$ cat src/rtl/uart_pkg.sv
// Shared UART definitions: transmitter FSM state encoding, line levels and a parity helper.
// Latency: n/a (types and constants only).
// Backpressure: n/a.
package uart_pkg;

  typedef enum logic [2:0] {
    IDLE   = 3'd0,
    START  = 3'd1,
    DATA   = 3'd2,
    PARITY = 3'd3,
    STOP   = 3'd4
  } tx_state_t;

  localparam logic LINE_IDLE  = 1'b1;
  localparam logic LINE_START = 1'b0;
  localparam logic LINE_STOP  = 1'b1;

  // Parity over up to 9 data bits; narrower characters are zero-extended, which leaves the XOR unchanged.
  function automatic logic frame_parity(input logic [8:0] d, input logic odd);
    return (^d) ^ odd;
  endfunction

endpackage

$ cat src/rtl/uart_tx_fifo_if.sv
// Host write port of the buffered UART transmitter: write strobe, character and status flags.
// Latency: n/a (signal bundle only).
// Backpressure: t_full tells the host to hold off; writes while full are dropped and flagged.
interface uart_tx_fifo_if #(
  parameter int DATA_W = 8
);
  logic              t_enable;
  logic [DATA_W-1:0] data;
  logic              t_busy;
  logic              t_full;
  logic              t_overrun;

  modport master (
    output t_enable,
    output data,
    input  t_busy,
    input  t_full,
    input  t_overrun
  );

  modport slave (
    input  t_enable,
    input  data,
    output t_busy,
    output t_full,
    output t_overrun
  );
endinterface

$ cat src/rtl/sync_fifo.sv
// Single-clock FIFO with show-ahead head output; shared by the UART transmitter and receiver.
// Latency: a pushed word is visible on head/!empty the clk after the push.
// Backpressure: push ignored while full (evaluated pre-pop), pop ignored while empty.
module sync_fifo #(
  parameter int WIDTH = 8,
  parameter int DEPTH = 4
) (
  input  logic             clk,
  input  logic             reset,
  input  logic             push,
  input  logic [WIDTH-1:0] push_data,
  input  logic             pop,
  output logic [WIDTH-1:0] head,
  output logic             full,
  output logic             empty
);
  localparam int AW = $clog2(DEPTH);

  // Pointers carry one extra wrap bit so full and empty are distinguishable.
  logic [AW:0]      wr_ptr;
  logic [AW:0]      rd_ptr;
  logic [WIDTH-1:0] mem [DEPTH];
  logic             do_push;
  logic             do_pop;

  assign full    = (wr_ptr[AW] != rd_ptr[AW]) && (wr_ptr[AW-1:0] == rd_ptr[AW-1:0]);
  assign empty   = (wr_ptr == rd_ptr);
  assign do_push = push && !full;
  assign do_pop  = pop && !empty;
  assign head    = mem[rd_ptr[AW-1:0]];

  // Pointer advance; wrap-around is plain modulo arithmetic on AW+1 bits.
  always_ff @(posedge clk or posedge reset) begin
    if (reset) begin
      wr_ptr <= '0;
      rd_ptr <= '0;
    end else begin
      if (do_push) wr_ptr <= wr_ptr + 1'b1;
      if (do_pop)  rd_ptr <= rd_ptr + 1'b1;
    end
  end

  // Storage write; contents need no reset since empty gates every read.
  always_ff @(posedge clk) begin
    if (do_push) mem[wr_ptr[AW-1:0]] <= push_data;
  end

endmodule

$ cat src/rtl/uart_tx_fifo.sv
// Buffered UART transmitter: queues host characters and serialises start/data/[parity]/stop frames on txd.
// Latency: start-bit edge 1 clk after the first baud_enable that finds the FIFO non-empty.
// Backpressure: t_full stops pushes; a write while full is dropped and sets sticky t_overrun.
// Build option: define UART_TX_PARITY_EN to add a parity bit after the data bits (polarity from PARITY_ODD).
module uart_tx_fifo
  import uart_pkg::*;
#(
  parameter int DATA_W     = 8,
  parameter int STOP_BITS  = 1,
  parameter int FIFO_DEPTH = 4,
  parameter int PARITY_ODD = 0
) (
  input  logic          clk,
  input  logic          reset,
  input  logic          baud_enable,
  uart_tx_fifo_if.slave host,
  output logic          txd
);
  localparam int               CNT_W     = $clog2(DATA_W);
  localparam logic [CNT_W-1:0] LAST_BIT  = CNT_W'(DATA_W - 1);
  localparam logic             STOP_INIT = (STOP_BITS == 2);

  // Elaboration-time guards on the configuration.
  if (DATA_W < 5 || DATA_W > 9) begin : g_bad_data_w
    $error("uart_tx_fifo: DATA_W must be 5..9");
  end
  if (STOP_BITS < 1 || STOP_BITS > 2) begin : g_bad_stop_bits
    $error("uart_tx_fifo: STOP_BITS must be 1 or 2");
  end
  if (FIFO_DEPTH < 2 || (FIFO_DEPTH & (FIFO_DEPTH - 1)) != 0) begin : g_bad_depth
    $error("uart_tx_fifo: FIFO_DEPTH must be a power of two >= 2");
  end
  if (PARITY_ODD < 0 || PARITY_ODD > 1) begin : g_bad_parity
    $error("uart_tx_fifo: PARITY_ODD must be 0 or 1");
  end

  tx_state_t         state_q;
  tx_state_t         state_d;
  logic [DATA_W-1:0] fifo_head;
  logic              fifo_full;
  logic              fifo_empty;
  logic              fifo_pop;
  logic [DATA_W-1:0] sh_q;
  logic [CNT_W-1:0]  bit_cnt_q;
  logic              stop_cnt_q;
  logic              txd_q;
  logic              overrun_q;

  sync_fifo #(
    .WIDTH (DATA_W),
    .DEPTH (FIFO_DEPTH)
  ) u_fifo (
    .clk       (clk),
    .reset     (reset),
    .push      (host.t_enable),
    .push_data (host.data),
    .pop       (fifo_pop),
    .head      (fifo_head),
    .full      (fifo_full),
    .empty     (fifo_empty)
  );

  // FSM state register.
  always_ff @(posedge clk or posedge reset) begin
    if (reset) state_q <= IDLE;
    else       state_q <= state_d;
  end

  // Next-state logic; every transition waits for a baud tick.
  always_comb begin
    state_d = state_q;
    if (baud_enable) begin
      case (state_q)
        IDLE:   if (!fifo_empty) state_d = START;
        START:  state_d = DATA;
`ifdef UART_TX_PARITY_EN
        DATA:   if (bit_cnt_q == '0) state_d = PARITY;
        PARITY: state_d = STOP;
`else
        DATA:   if (bit_cnt_q == '0) state_d = STOP;
`endif
        STOP:   if (stop_cnt_q == 1'b0) state_d = fifo_empty ? IDLE : START;
        default: state_d = IDLE;
      endcase
    end
  end

  // Pop decode: take the next character when idle or as the last stop period ends.
  always_comb begin
    fifo_pop = 1'b0;
    if (baud_enable && !fifo_empty) begin
      if (state_q == IDLE)                        fifo_pop = 1'b1;
      if (state_q == STOP && stop_cnt_q == 1'b0)  fifo_pop = 1'b1;
    end
  end

`ifdef UART_TX_PARITY_EN
  logic par_q;

  // Parity of the character is captured as it leaves the FIFO.
  always_ff @(posedge clk or posedge reset) begin
    if (reset)         par_q <= 1'b0;
    else if (fifo_pop) par_q <= frame_parity(9'(fifo_head), PARITY_ODD != 0);
  end
`endif

  // Shift register, bit/stop counters and the registered txd line.
  always_ff @(posedge clk or posedge reset) begin
    if (reset) begin
      txd_q      <= LINE_IDLE;
      sh_q       <= '0;
      bit_cnt_q  <= '0;
      stop_cnt_q <= 1'b0;
    end else if (baud_enable) begin
      case (state_q)
        IDLE: begin
          if (fifo_pop) begin
            sh_q  <= fifo_head;
            txd_q <= LINE_START;
          end
        end
        START: begin
          txd_q     <= sh_q[0];
          sh_q      <= sh_q >> 1;
          bit_cnt_q <= LAST_BIT;
        end
        DATA: begin
          if (bit_cnt_q != '0) begin
            txd_q     <= sh_q[0];
            sh_q      <= sh_q >> 1;
            bit_cnt_q <= bit_cnt_q - 1'b1;
          end else begin
`ifdef UART_TX_PARITY_EN
            txd_q      <= par_q;
`else
            txd_q      <= LINE_STOP;
            stop_cnt_q <= STOP_INIT;
`endif
          end
        end
`ifdef UART_TX_PARITY_EN
        PARITY: begin
          txd_q      <= LINE_STOP;
          stop_cnt_q <= STOP_INIT;
        end
`endif
        STOP: begin
          if (stop_cnt_q != 1'b0) begin
            stop_cnt_q <= stop_cnt_q - 1'b1;
          end else if (fifo_pop) begin
            // Back-to-back: next start bit follows the stop bit with no idle gap.
            sh_q  <= fifo_head;
            txd_q <= LINE_START;
          end else begin
            txd_q <= LINE_IDLE;
          end
        end
        default: txd_q <= LINE_IDLE;
      endcase
    end
  end

  // Sticky overrun: a write attempted while the FIFO is full.
  always_ff @(posedge clk or posedge reset) begin
    if (reset)                             overrun_q <= 1'b0;
    else if (host.t_enable && fifo_full)   overrun_q <= 1'b1;
  end

  assign txd            = txd_q;
  assign host.t_full    = fifo_full;
  assign host.t_overrun = overrun_q;
  assign host.t_busy    = (state_q != IDLE) || !fifo_empty;

endmodule

$ cat src/flat_wrapper.sv
// flat-port wrapper written by rule: the top's interface ports become plain ports
module uart_tx_fifo_flat import uart_pkg::*;
#(
  parameter int DATA_W     = 8,
  parameter int STOP_BITS  = 1,
  parameter int FIFO_DEPTH = 4,
  parameter int PARITY_ODD = 0
)
  (clk, reset, baud_enable, txd, host_t_enable, host_data, host_t_busy, host_t_full, host_t_overrun);
  uart_tx_fifo_if #(.DATA_W(DATA_W)) host_i ();
  input  logic clk;
  input  logic reset;
  input  logic baud_enable;
  output logic txd;
  input wire logic [$bits(host_i.t_enable)-1:0] host_t_enable;
  input wire logic [$bits(host_i.data)-1:0] host_data;
  output wire logic [$bits(host_i.t_busy)-1:0] host_t_busy;
  output wire logic [$bits(host_i.t_full)-1:0] host_t_full;
  output wire logic [$bits(host_i.t_overrun)-1:0] host_t_overrun;
  assign host_i.t_enable = host_t_enable;
  assign host_i.data = host_data;
  assign host_t_busy = host_i.t_busy;
  assign host_t_full = host_i.t_full;
  assign host_t_overrun = host_i.t_overrun;
  uart_tx_fifo #(.DATA_W(DATA_W), .STOP_BITS(STOP_BITS), .FIFO_DEPTH(FIFO_DEPTH), .PARITY_ODD(PARITY_ODD)) u_core (.clk(clk), .reset(reset), .baud_enable(baud_enable), .host(host_i), .txd(txd));
endmodule
$ cat config.mk
export PLATFORM = sky130hd
export DESIGN_NAME = uart_tx_fifo_flat
export DESIGN_NICKNAME = d
export VERILOG_FILES = /design/src/rtl/uart_pkg.sv /design/src/rtl/uart_tx_fifo_if.sv /design/src/rtl/sync_fifo.sv /design/src/rtl/uart_tx_fifo.sv /design/src/flat_wrapper.sv
export SDC_FILE = /design/constraint.sdc
export NUM_CORES = 1
export LEC_CHECK = 0
export ABC_CLOCK_PERIOD_IN_PS = 2450
export CAP_MARGIN = 20
export CORE_ASPECT_RATIO = 1.4
export CORE_MARGIN = 3
export CORE_UTILIZATION = 35
export CTS_CLUSTER_SIZE = 14
export DETAILED_ROUTE_END_ITERATION = 10
export DONT_BUFFER_PORTS = 1
export GPL_TIMING_DRIVEN = 0
export SYNTH_ARGS = -nofsm -noshare
export SYNTH_HDL_FRONTEND = slang
export SYNTH_SLANG_ARGS = --single-unit
$ cat constraint.sdc
create_clock -name clk -period 2.45 [get_ports clk]
set_input_delay 0.49 -clock clk [delete_from_list [all_inputs] [get_ports clk]]
set_output_delay 0.49 -clock clk [all_outputs]
set_load 0.01 [all_outputs]
== Word-level counts from Yosys, hierarchy flattened ==
Memory sizes are Yosys's and may differ from the RTL's.
Index checks and enable logic that the tools add are counted.
Word-level totals
  register bits after elaboration: 23
  bits in writable memories: 32
  input port bits: 12
  output and inout bits: 4
  logic and storage cells: 71
  memories kept: 1
Memories
  u_core.u_fifo.mem: depth 4, bits a word 8, read ports 1, clocked after Yosys merged registers in 0, write ports 1, RTL line sync_fifo.sv:22  | logic [WIDTH-1:0] mem [DEPTH];
Operators by class
  add/sub/neg operators: 4
  eq/ne operators: 12
  muxes and demuxes: 24
  bitwise operators: 1
  reductions and logical operators: 21
Operators with widths (count)
  8-bit case mux with 4 select lines: 1
  8-bit two-way mux: 3
  1-bit two-way mux: 12
  3-bit two-way mux: 4
  3-bit case mux with 4 select lines: 1
  3-bit AND reduction: 3
  2-bit inequality test (second input constant): 4
  4-bit AND reduction: 2
  3-bit by 1-bit adder with 3-bit output (second input constant): 2
  1-bit logical AND: 6
  3-bit zero test: 2
  3-bit case mux with 2 select lines: 1
  3-bit nonzero test: 2
  2-bit by 1-bit inequality test with 1-bit output (second input constant): 2
  1-bit case mux with 4 select lines: 1
  2-bit nonzero test: 2
  4-bit nonzero test: 1
  3-bit by 1-bit equality test with 1-bit output (second input constant): 1
  3-bit by 2-bit equality test with 1-bit output (second input constant): 1
  3-bit equality test: 1
  3-bit equality test (second input constant): 1
  3-bit by 1-bit subtractor with 3-bit output (second input constant): 1
  2-bit equality test: 1
  1-bit zero test: 2
  other kinds (5): 5

== Logic depth before layout (Yosys ltp) ==
  word-level depth: 7
  mapped depth: 6
  gate-level depth less buffers: 6

== By module ==
From an unflattened synthesis, not the netlist that was laid out.
Second synthesis, totals
  cell total of the unflattened synthesis: 170
  area total of the unflattened synthesis: 2638.8 um2
Modules (own cells, without submodules)
  sync_fifo: instances 1, cells each 91, area an instance 1679.1 um2, seq. area each 1111.1 um2
  uart_tx_fifo: instances 1, cells each 79, area an instance 959.7 um2, seq. area each 401.6 um2

== Worst setup path after synthesis ==
OpenSTA, ideal clock, no wires.
  kind: register to register
  from: register u_core.u_fifo.rd_ptr[1]
  to: memory u_core.u_fifo.mem[3][0] (enable)
  library setup time: 0.339 ns
  arrival time: 1.394 ns
  required time: 2.111 ns
  setup slack: 0.716 ns
  cell stages (with the launch flop): 5
  cells stage by stage: dfrtp_1 > buf_6 > xnor2_2 > a31oi_1 > and2_1
On the way
  cells in the longest elaborated chain, start to end: 6
Ends and longest elaborated chain
  start, declared: RTL line sync_fifo.sv:21  | logic [AW:0] rd_ptr;
  start signal, assigned: RTL line sync_fifo.sv:39  | if (do_pop) rd_ptr <= rd_ptr + 1'b1;
  2-bit equality test: RTL line sync_fifo.sv:26  | assign full = (wr_ptr[AW] != rd_ptr[AW]) && (wr_ptr[AW-1:0] == rd_ptr[AW-1:0]);
  1-bit logical AND: RTL line sync_fifo.sv:26
  1-bit zero test: RTL line sync_fifo.sv:28  | assign do_push = push && !full;
  1-bit logical AND: RTL line sync_fifo.sv:28
  1-bit two-way mux: RTL line sync_fifo.sv:45  | if (do_push) mem[wr_ptr[AW-1:0]] <= push_data;
  1-bit two-way mux (not written as such): RTL line sync_fifo.sv:45
  end, declared: RTL line sync_fifo.sv:22
No other way between the ends.

== Worst setup path in the final report ==
Same ends and word-level chain as after synthesis.

==> qor.csv <==
stage,metric,value,unit
status,status,completed,
drt,wirelength,4010,µm
sta,slew_headroom,0.438,
hold_path,hold_path.class,input port to asynchronous set/reset pin,
final_layout,fin_nets,187,
floorplan,initial_utilization,0.366,
drt,drt-initial-drc-count,28,
sta,max_freq,483,MHz
worst_setup_path,start_kind,register,
worst_setup_path,path_class,register to register,
logic_synthesis,ys_async_sr_fraction,0.407,
sta,rsz0062_at_grt,no,
cts,cts.path.max_buffers,2,
cts,clk_root_buffer_cell,clkbuf_8,
logic_synthesis,netlist_area,0.00245,mm²
logic_synthesis,synth_top_family_by_area,compound AO/OA/AOI/OAI gates,
sta,fin_crit_sh,0.844,
logic_synthesis,synth_compound_gate_area_share,0.0999,
sta,worst_pin_slew,843,ps
floorplan,pin_count,16,
pwr,ir_worst_vdd,0.461,mV
logic_synthesis,ys_types,40,
cts,htreeDepth,2,
cts,cts_setup_buffers,0,
global_route,grt_pass1_vias,1330,
logic_synthesis,synth_flop_cell,edfxtp_1,
floorplan,num_rows,35,
drt,first_pass_iters,4,
logic_synthesis,synth_xor_area_frac,0.0347,
worst_setup_path,cp_max_fo,10,
floorplan,die_w,76.8,µm
worst_setup_path,end_kind,register,
logic_synthesis,syn_nets,180,
drt,drc,0,
final_layout,antenna_cells,0,
logic_synthesis,synthAdderAreaFrac,0.0357,
logic_synthesis,synth_mux_area_frac,0.0841,
place,gp_congestion,0.741,
final_layout,area_growth,8.56,%
final_layout,final_cells,261,
sta,final.setup_skew,7.60,ps
place,dp_cells,253,
logic_synthesis,synth_edf_count,32,
cts,numCtsBuffers,5,
drt,routed-via-count,1295,
sta,setup_viol,0,
worst_setup_path,path_cells,buf_6 -> xnor2_2 -> a31oi_1 -> and2_1,
cts,cts.sinks,54,
cts,clk_pin_slew,100,ps
cts,clock_latency,300,ps
global_route,antenna_found_initial,0,
global_route,overflow,0,
place,portBuffers,0,
drt,drt.antenna.violating_nets,0,
worst_setup_path,cpPeakStageDelay,520,ps
sta,period_minus_slack,2070,ps
cts,cts-hold-fix-buffers,0,
logic_synthesis,synth_warnings,0,
logic_synthesis,synth_simple_gate_area_frac,0.0821,
pwr,power_density,1210,mW/mm²
final_layout,drive_above_1_share,0.183,
logic_synthesis,synth_cells,161,
cts,cts_tree,yes,
floorplan,core-area,0.00670,mm²
place,place_hpwl,2910,µm
worst_setup_path,crit_family,simple AND/OR/NAND/NOR gates,
sta,whs,229,ps
sta,tns,0,ps
cts,cts-resized-gates,0,
logic_synthesis,ys_ff_latch,54,
floorplan,fp.dieH,105,µm
worst_setup_path,cp_slowest_cell,and2_1,
global_route,grt_pass1_wl,6760,µm
sta,slew_viol_final,0,
drt,wl_per_cell,15.4,µm
global_route,grt_start_max_net_pins,23,
worst_setup_path,required,2400,ps
logic_synthesis,ys_seq_area_frac,0.616,
flow_run,cap_violations,0,
worst_setup_path,critPathBufInv,1,
worst_setup_path,arrival,2020,ps
pwr,p_leak,0.999,nW
floorplan,dieArea,0.00807,mm²
global_route,grt_use_total,0.108,
drt,avgViaCountPerCell,4.96,
sta,hold_viol,0,
logic_synthesis,post_synth.cell_area_avg,15.2,µm²
==> flip-flops by register name (all words and copies together), names as in the netlist <==
name / count
u_core.u_fifo.mem: 32
u_core.u_fifo.wr_ptr: 3
u_core.state_q: 3
u_core.txd: 1
u_core.bit_cnt_q: 3
u_core.u_fifo.rd_ptr: 3
u_core.sh_q: 8
u_core.host.t_overrun: 1
==> synth_stat cells (all sizes together) (3+ instances only) <==
cell	number	area, µm²
buf	4	38.8
nand2b	4	25.0
inv	11	41.3
nor2	7	28.8
xnor2	5	58.8
a221o	7	70.1
and2	4	25.0
nand2	5	18.8
dfrtp	21	526
mux4	8	180
nor2b	6	37.5
nand3	3	15.0
ha	7	87.6
o21ai	6	30.0
a31oi	3	25.0
edfxtp	32	961
xor2	3	26.3
==> path summary, 6_finish.rpt <==
kind | cells past startpoint | endpoint | slack, ps | startpoint
max in group asynchronous | 1 | u_core.u_fifo.rd_ptr[1] | 1690 | reset
min | 1 | u_core.sh_q[7] | 230 | reset
min reg2reg | 1 | u_core.sh_q[7] | 500 | u_core.sh_q[7]
max | 4 | u_core.u_fifo.mem[3][0] | 380 | u_core.u_fifo.rd_ptr[1]
max reg2reg | 4 | u_core.u_fifo.mem[3][0] | 380 | u_core.u_fifo.rd_ptr[1]
min in group clk | 0 | u_core.u_fifo.mem[1][3] | 270 | host_data[3]
==> worst reg2reg max path, delay by kind of cell (launching register included) <==
kind                   cells  cell delay, ps
buffers and inverters      1             160
flip-flops                 1             400
XOR/XNOR                   1             160
AND/OR/NAND/NOR            1             520
AO/OA/AOI/OAI              1             470
==> through the flow <==
stage          total power, mW  area, µm²   util  worst slack [ps]
2_1_floorplan             2.48       2450      -               716
3_3_place_gp              2.69       2570  0.384               428
3_5_place_dp              2.76       2570  0.384               336
4_1_cts                   3.28       2670  0.398               320
5_1_grt                   3.46       2670  0.398               221
6_report                  3.23       2670  0.398               382
==> cells by family after synthesis <==
kind of cell	count (synthesis)
AOI/OAI and AO/OA	29
adders and majority gates	7
xor gates and xnor gates	8
muxes	10
and+or+nand+nor	36
DFF	54
buffers and inverters	17
==> power by group <==
part / internal [mW] / switching (mW)
Clock: 0.211 / 0.301
Sequential: 1.27 / 0.179
Combinational: 0.622 / 0.643
Total: 2.11 / 1.12
==> cell usage in the layout (no fill, tap or decap), drive strengths merged, types with 2 or more instances in the layout <==
cell / instances
a2bb2oi: 2
nand2b: 4
xnor2: 5
dfrtp: 21
nor2: 7
mux4: 8
edfxtp: 32
clkbuf: 6
nor2b: 6
and2b: 2
inv: 13
a21o: 2
nor3: 2
nand2: 5
o21ai: 6
nand3: 3
xor2: 3
buf: 4
ha: 7
a21oi: 2
a22o: 2
a221o: 7
and2: 4
mux2: 2
a31oi: 3
==> metal layers <==
layer | share of wire | up-vias | track usage
met3 | 0.035 | 5 | 0.0284
met2 | 0.54 | 18 | 0.191
li1 | - | 616 | -
met5 | 0 | - | 0
met1 | 0.41 | 656 | 0.123
met4 | 0.016 | 0 | 0.0389
==> layout make-up <==
| cell class | instances | area, µm² |
|---|---|---|
| well taps | 92 | 115 |
| fillers | 607 | 4040 |
| clock buffers | 5 | 68.8 |
| flip-flops and latches | 54 | 1510 |
| clock inverters | 3 | 26.3 |
| plain buffers | 6 | 75.1 |
| multi-input cells | 90 | 826 |
| inverters | 11 | 41.3 |
Note: power is estimated with default switching activity, not from simulation.
